**src/rtl/data_io_sched.sv**
```systemverilog
// data_io_sched: queues host read/write requests and issues them onto the
// data-memory IO port only while the micro is idle (busy low). Reads return
// through a valid/ready response channel, with one read outstanding at a time.
// Optional feature macro: IO_STALL_CNT_EN enables the busy-stall counter on
// stall_cnt; without it stall_cnt is tied to zero.
module data_io_sched #(
    parameter int ADDR_W = 8,
    parameter int DATA_W = 256,
    parameter int QDEPTH = 4,
    parameter int RD_LAT = 1
) (
    input  logic                        clk,
    input  logic                        rst_n,
    input  logic                        req_valid,
    output logic                        req_ready,
    input  logic                        req_we,
    input  logic [ADDR_W-1:0]           req_addr,
    input  logic [DATA_W-1:0]           req_wdata,
    output logic                        rsp_valid,
    input  logic                        rsp_ready,
    output logic [DATA_W-1:0]           rsp_rdata,
    input  logic                        busy,
    output logic                        wen_io,
    output logic [ADDR_W-1:0]           waddr_io,
    output logic [DATA_W-1:0]           wdata_io,
    output logic                        ren_io,
    output logic [ADDR_W-1:0]           raddr_io,
    input  logic [DATA_W-1:0]           rdata_io,
    output logic [$clog2(QDEPTH):0]     q_level,
    output logic [31:0]                 stall_cnt
);

    localparam int PTR_W = $clog2(QDEPTH);
    localparam int LVL_W = PTR_W + 1;
    localparam int ENT_W = 1 + ADDR_W + DATA_W;
    localparam logic [1:0]       LAT_LOAD = 2'(RD_LAT);
    localparam logic [LVL_W-1:0] LVL_FULL = LVL_W'(QDEPTH);

    typedef enum logic [1:0] {
        IDLE    = 2'd0,
        RD_WAIT = 2'd1,
        RSP     = 2'd2
    } state_t;

    state_t state, state_next;

    logic [ENT_W-1:0]  fifo_mem [QDEPTH];
    logic [PTR_W-1:0]  wr_ptr;
    logic [PTR_W-1:0]  rd_ptr;
    logic [LVL_W-1:0]  count;
    logic [LVL_W-1:0]  count_next;
    logic              ready_q;
    logic              push;
    logic              pop;

    logic              head_we;
    logic [ADDR_W-1:0] head_addr;
    logic [DATA_W-1:0] head_wdata;

    logic              issue_wr;
    logic              issue_rd;
    logic              capture;
    logic              rsp_done;
    logic [1:0]        lat_cnt;
    logic [1:0]        lat_next;

    assign push      = req_valid && ready_q;
    assign req_ready = ready_q;
    assign q_level   = count;

    assign {head_we, head_addr, head_wdata} = fifo_mem[rd_ptr];

    // Occupancy after this cycle's push/pop, used for the count and for the registered ready.
    always_comb begin
        count_next = count;
        case ({push, pop})
            2'b10:   count_next = count + LVL_W'(1);
            2'b01:   count_next = count - LVL_W'(1);
            default: count_next = count;
        endcase
    end

    // Request storage; entries are only meaningful between the read and write pointers.
    always_ff @(posedge clk) begin
        if (push) begin
            fifo_mem[wr_ptr] <= {req_we, req_addr, req_wdata};
        end
    end

    // FIFO pointers, occupancy and the conservative registered ready (!full).
    always_ff @(posedge clk) begin
        if (!rst_n) begin
            wr_ptr  <= '0;
            rd_ptr  <= '0;
            count   <= '0;
            ready_q <= 1'b1;
        end else begin
            if (push) begin
                wr_ptr <= wr_ptr + PTR_W'(1);
            end
            if (pop) begin
                rd_ptr <= rd_ptr + PTR_W'(1);
            end
            count   <= count_next;
            ready_q <= (count_next != LVL_FULL);
        end
    end

    // Next-state logic: pop/issue only in IDLE with busy low, then wait out the read latency.
    always_comb begin
        state_next = state;
        lat_next   = lat_cnt;
        pop        = 1'b0;
        issue_wr   = 1'b0;
        issue_rd   = 1'b0;
        capture    = 1'b0;
        rsp_done   = 1'b0;
        case (state)
            IDLE: begin
                if ((count != '0) && !busy) begin
                    pop = 1'b1;
                    if (head_we) begin
                        issue_wr = 1'b1;
                    end else begin
                        issue_rd   = 1'b1;
                        lat_next   = LAT_LOAD;
                        state_next = RD_WAIT;
                    end
                end
            end
            RD_WAIT: begin
                if (lat_cnt == 2'd0) begin
                    capture    = 1'b1;
                    state_next = RSP;
                end else begin
                    lat_next = lat_cnt - 2'd1;
                end
            end
            RSP: begin
                if (rsp_ready) begin
                    rsp_done   = 1'b1;
                    state_next = IDLE;
                end
            end
            default: begin
                state_next = IDLE;
            end
        endcase
    end

    // State and read-latency counter registers.
    always_ff @(posedge clk) begin
        if (!rst_n) begin
            state   <= IDLE;
            lat_cnt <= 2'd0;
        end else begin
            state   <= state_next;
            lat_cnt <= lat_next;
        end
    end

    // Registered memory-side strobes; address/data are zero whenever nothing is issued.
    always_ff @(posedge clk) begin
        if (!rst_n) begin
            wen_io   <= 1'b0;
            waddr_io <= '0;
            wdata_io <= '0;
            ren_io   <= 1'b0;
            raddr_io <= '0;
        end else begin
            wen_io   <= issue_wr;
            waddr_io <= issue_wr ? head_addr  : '0;
            wdata_io <= issue_wr ? head_wdata : '0;
            ren_io   <= issue_rd;
            raddr_io <= issue_rd ? head_addr  : '0;
        end
    end

    // Response channel: capture read data once latency expires, hold until the host takes it.
    always_ff @(posedge clk) begin
        if (!rst_n) begin
            rsp_valid <= 1'b0;
            rsp_rdata <= '0;
        end else if (capture) begin
            rsp_valid <= 1'b1;
            rsp_rdata <= rdata_io;
        end else if (rsp_done) begin
            rsp_valid <= 1'b0;
        end
    end

`ifdef IO_STALL_CNT_EN
    // Count cycles where queued work is blocked only by busy; saturates, cleared by reset.
    always_ff @(posedge clk) begin
        if (!rst_n) begin
            stall_cnt <= '0;
        end else if ((count != '0) && (state == IDLE) && busy && (stall_cnt != 32'hFFFF_FFFF)) begin
            stall_cnt <= stall_cnt + 32'd1;
        end
    end
`else
    assign stall_cnt = '0;
`endif

endmodule

```
**config.mk**
```make
export PLATFORM = sky130hd
export DESIGN_NAME = data_io_sched
export DESIGN_NICKNAME = d
export VERILOG_FILES = /design/src/rtl/data_io_sched.sv
export SDC_FILE = /design/constraint.sdc
export NUM_CORES = 1
export LEC_CHECK = 0
export CAP_MARGIN = 20
export CELL_PAD_IN_SITES_DETAIL_PLACEMENT = 1
export CELL_PAD_IN_SITES_GLOBAL_PLACEMENT = 1
export CORE_AREA = 2 2 420 422
export DETAILED_ROUTE_END_ITERATION = 6
export DIE_AREA = 0 0 422 424
export DONT_BUFFER_PORTS = 1
export PLACE_DENSITY = 0.59
export SYNTH_ARGS = -nofsm -noshare
export SYNTH_HDL_FRONTEND = slang
export SYNTH_SLANG_ARGS = --single-unit
```
**constraint.sdc**
```tcl
create_clock -name clk -period 20.9 [get_ports clk]
set_input_delay 3.135 -clock clk [delete_from_list [all_inputs] [get_ports clk]]
set_output_delay 3.135 -clock clk [all_outputs]
set_load 0.02 [all_outputs]
```
# Yosys cells after proc, flatten, opt, wreduce, memory -nomap -nowiden
# Memories as Yosys holds them, arrays and structs flattened. A register that Yosys moved wholly into a read port is not among the register bits.
# Index checks and enable logic that the tools add are counted.
# op_classes
addsub	5
reduce_logical	12
n_eq_ne	10
n_mux	26
# ops
op	count
1-bit two-way mux	16
2-bit two-way mux	7
2-bit != test, second input constant	5
4-bit AND reduction	2
2-bit case mux with 3 select lines	1
3-bit case mux with 2 select lines	1
2-bit by 1-bit adder with 2-bit output, second input constant	2
2-bit by 1-bit == test with 1-bit output, second input constant	2
2-bit == test, second input constant	2
2-bit logical NOT	2
2-bit case mux with 2 select lines	1
2-bit AND reduction	2
2-bit nonzero test	2
3-bit by 1-bit adder with 3-bit output, second input constant	1
3-bit != test, second input constant	1
3-bit nonzero test	1
3-bit by 1-bit subtractor with 3-bit output, second input constant	1
1-bit logical AND	2
2-bit by 1-bit subtractor with 2-bit output, second input constant	1
1-bit logical NOT	1
# word_totals
out_inout_bits	567
mem_count	1
register_bits	543
in_bits	526
mem_bits_rw	1060
# memory_table
name	words	word_bits	rd	rd_clocked_by_memory_dff	wr	line_no	text
fifo_mem	4	265	1	1	1	47	logic [ENT_W-1:0] fifo_mem [QDEPTH];

# Logic depth before layout (Yosys ltp)
# depth
word_depth	7
ltp_mapped	9

# Worst setup path after synthesis
# Ideal clock, no wire load.
# synth_path
path_type	input-to-reg
start	in req_valid
end	mem fifo_mem[0][0] (netlist name) (enable)
required_ps	20239
setup_ps	661
arrival_ps	9219
stages	1
path_slack_ps	11020
path_cell_list	and3_1
# synth_between
elab_chain_cells	3
# synth_rtl
item	line_no	text
from (decl)	14	input logic req_valid,
1-bit logical AND	67	assign push = req_valid && ready_q;
1-bit two-way mux	85	if (push) begin
1-bit two-way mux (implied by the code)	86	fifo_mem[wr_ptr] <= {req_we, req_addr, req_wdata};
to (decl)	47	
# Every way passes these cells.

# Final worst setup path
# layout_path
start	in rst_n
end	reg wdata_io[181]
# layout_between
elab_chain_cells	1
# layout_rtl
item	line_no	text
from (decl)	13	input logic rst_n,
2-bit AND reduction (no line)	n/a	
to (signal assigned)	173	wdata_io <= issue_wr ? head_wdata : '0;
to (decl)	25	output logic [DATA_W-1:0] wdata_io,
# Every way passes these cells.
# A chain may end at the register's enable or synchronous reset.

==> results.md <==
* Post-CTS sizing at 0
* Fin worst setup slack at roughly 14 ns
* Peak supply drop at 78.97 uV
* Dpl ws at 13.38 ns
* Crit Path Max Fanout at 169
* Die area at 178900 um2
* Drt pass-1 iters at 5
* Tmin final at 6.719 ns
* Setup crit end kind: flip-flop
* WP data arrival at 7.36 ns
* Largest net degree at the start of global routing at 170
* GRT overflow at 0
* Power per Cell Area at 125.8 nW/um2
* Synth Area per Inst at 17.99 um2
* Fraction of layout instances using a drive strength above 1 at 24.60%
* Max Freq at 0.1488 GHz
* Io pins at 1093
* Root buf cell: clkbuf_16
* Setup crit start kind: primary input
* Vias in the first global route at 28650
* Total CTS buffers at 169
* Hold buffers post-CTS at 0
* Psw at ~2.2 mW
* Synth Instances at 3186
* Antenna violations before repair at 8
* RSZ-0062 raised after global routing: false
* Commonest non-fill, non-tap cell in the layout: edfxtp_1
* Combinational share of power at 14.1%
* # DRC at 0
* First-pass GRT wire length at 233400 um
* Hold Path Class: reg -> reg
* Most Crowded Layer GR: met2
* Total Power at between 8 and 9 mW
* Critical path type: in -> reg
* Sequential cell area fraction in the yosys report at approximately 75%
* Setup Buffers After CTS at 0
* Clock Latency Late Sink at 0.83 ns
* Hpwl dp at 120000 um
* Post-synth EDFFs at 1060
* M1 GR Usage at a little over a fifth
* Clock transition at path regs at about 0.060 ns
* Worst-case clock buffer depth at 3
* Slew Viols, Final at 0
* Core area at around 170000 um2
* Tot GR Track Use at 18.56%
* Drt wl/cell at ~30 um
* Async S/R FF share, synth at 0%
* Met3 Use GR at 10.61%
* Routability congestion estimate from global placement at 0.8676
* Vias/cell at 4.812
* Netlist Area Pre-Place at 57310 um2
* CTS tree: done
* H-Tree Level Count at 4
* Synth cell types at 43
* Die width at around 420 um
* Area grow syn2layout at 13.39%
* Hold_ws at roughly 0.43 ns
* Clk pwr share at between 30% and 40%
* # nets final at roughly 3800
* Predominant post-synthesis flop cell: edfxtp_1
* Int Pwr at 5.973 mW
* LEAKAGE at between 20 and 25 nW
* CTS sink count at 1605
* Total number of vias at 27510
* Die Ht at between 400 and 500 um
* Initial core utilization at 32.75%
* Met2 usage at 29.24%
* Max_slew headroom at between 20% and 30%
* Fin. Hold Viols at 0
* Max Cap Viol at 0
* Total number of yosys warnings at 0
* Setup TNS at 0 ns
* ANT nets after route at 0
* Row Count at 154
* Initial DRC Count at 2136
* Fin crit share at 32.15%
* Seq pwr share at 49.3%
* Worst-Margin Slew at 1.151 ns
* Status: completed
* WL final at 169700 um
* Final setup fails at 0
* Yosys reg bits at between 1500 and 2000
* Switching share of total power at between 20% and 30%
* IO buf count at 0
* WP data required at 21.54 ns
* Most frequent cells in the layout: 1060 x edfxtp_1, 543 x dfxtp_1, 515 x nand2_1
* Setup Skew at about 0.049 ns
## worst paths after layout
path                                 endpoint  cells after the start  slack (ns)  startpoint
worst max-delay path            wdata_io[181]                      6       14.18       rst_n
worst min-delay path               lat_cnt[0]                      1        0.43  lat_cnt[0]
worst max register to register  wdata_io[181]                      6       15.78   flip-flop
worst min register to register     lat_cnt[0]                      1        0.43  lat_cnt[0]
## flip-flops by register name, summed over array words and instances, names as in the netlist, named ones only
register   flops
rsp_valid      1
ren_io         1
lat_cnt        2
rd_ptr         2
wr_ptr         2
req_ready      1
fifo_mem    1060
wen_io         1
rsp_rdata    256
q_level        3
state          2
raddr_io       8
wdata_io     256
waddr_io       8
## cells in the mapped netlist, types with 2 or more instances
library cell / count / area share (%)
or3_1: 3 / 0.033
ha_1: 6 / 0.13
a21oi_1: 265 / 2.3
nand3_1: 2 / 0.017
and3_1: 4 / 0.044
clkbuf_1: 131 / 0.86
buf_2: 5 / 0.044
and2_1: 8 / 0.087
inv_1: 9 / 0.059
nor2b_1: 14 / 0.15
buf_12: 27 / 0.94
o21ai_0: 2 / 0.017
dfxtp_1: 545 / 19
buf_4: 33 / 0.43
nor2_1: 6 / 0.039
edfxtp_1: 1060 / 56
nor2b_4: 250 / 6.0
mux4_2: 265 / 10
nand2b_1: 3 / 0.033
buf_1: 10 / 0.066
nand2_1: 515 / 3.4
xor2_1: 2 / 0.031
## area by class of cell
type / instances / area [um2]
clock buffer: 243 / 4760
antenna: 2 / 5.005
sequential: 1605 / 42750
inverter: 10 / 45.04
multi-input combinational: 1395 / 13320
tap: 2340 / 2928
timing repair buffer: 47 / 365.4
fill: 17410 / 110000
clock inverter: 74 / 807.0
## per-layer routing
layer | share of wire [%] | wire length, um | vias to the layer above
li1 | - | - | 11770
met1 | 37 | 62580 | 14510
met2 | 48 | 80630 | 988
met5 | 0.021 | 35 | -
met4 | 2.3 | 3948 | 4
met3 | 13 | 22490 | 233
## critical path: stages
cell and delay (ns):
inv_8 0.60, or4b_4 0.66, buf_4 0.68, buf_4 0.86
buf_4 0.94, nor2b_1 0.15
## kinds of logic (layout without fill, tap and decap cells)
| family | count (synthesis) | count (layout) | share of synthesized area [%] |
|---|---|---|---|
| compound gates | 274 | 274 | 2.437 |
| xor+xnor | 3 | 3 | 0.04586 |
| fa+ha+maj | 7 | 7 | 0.1659 |
| buf+inv | 217 | 374 | 2.428 |
| flops | 1605 | 1605 | 74.58 |
| mux | 265 | 265 | 10.41 |
| other cells | 1 | 34 | 0.006544 |
| simple gates | 814 | 814 | 9.919 |
## stage by stage
step | std cells | util, % | instance area, um2
after floorplan | 3217 | - | 57420
after global placement | 5397 | 33.96 | 59410
after detailed placement | 5397 | 33.96 | 59410
after CTS | 5714 | 37.14 | 64980
after global routing | 5714 | 37.14 | 64980
final | 5716 | 37.14 | 64980
## power groups by stage
stage,sequential (mW),clock (mW),combinational (mW)
floorplan,4.02,0,0.968
global placement,4.10,0,1.17
detailed placement,4.11,0,1.18
CTS,4.04,3.08,1.18
global route,4.06,3.20,1.24
finish,4.03,2.99,1.15
No activity file was read; power rests on OpenSTA's default activity.
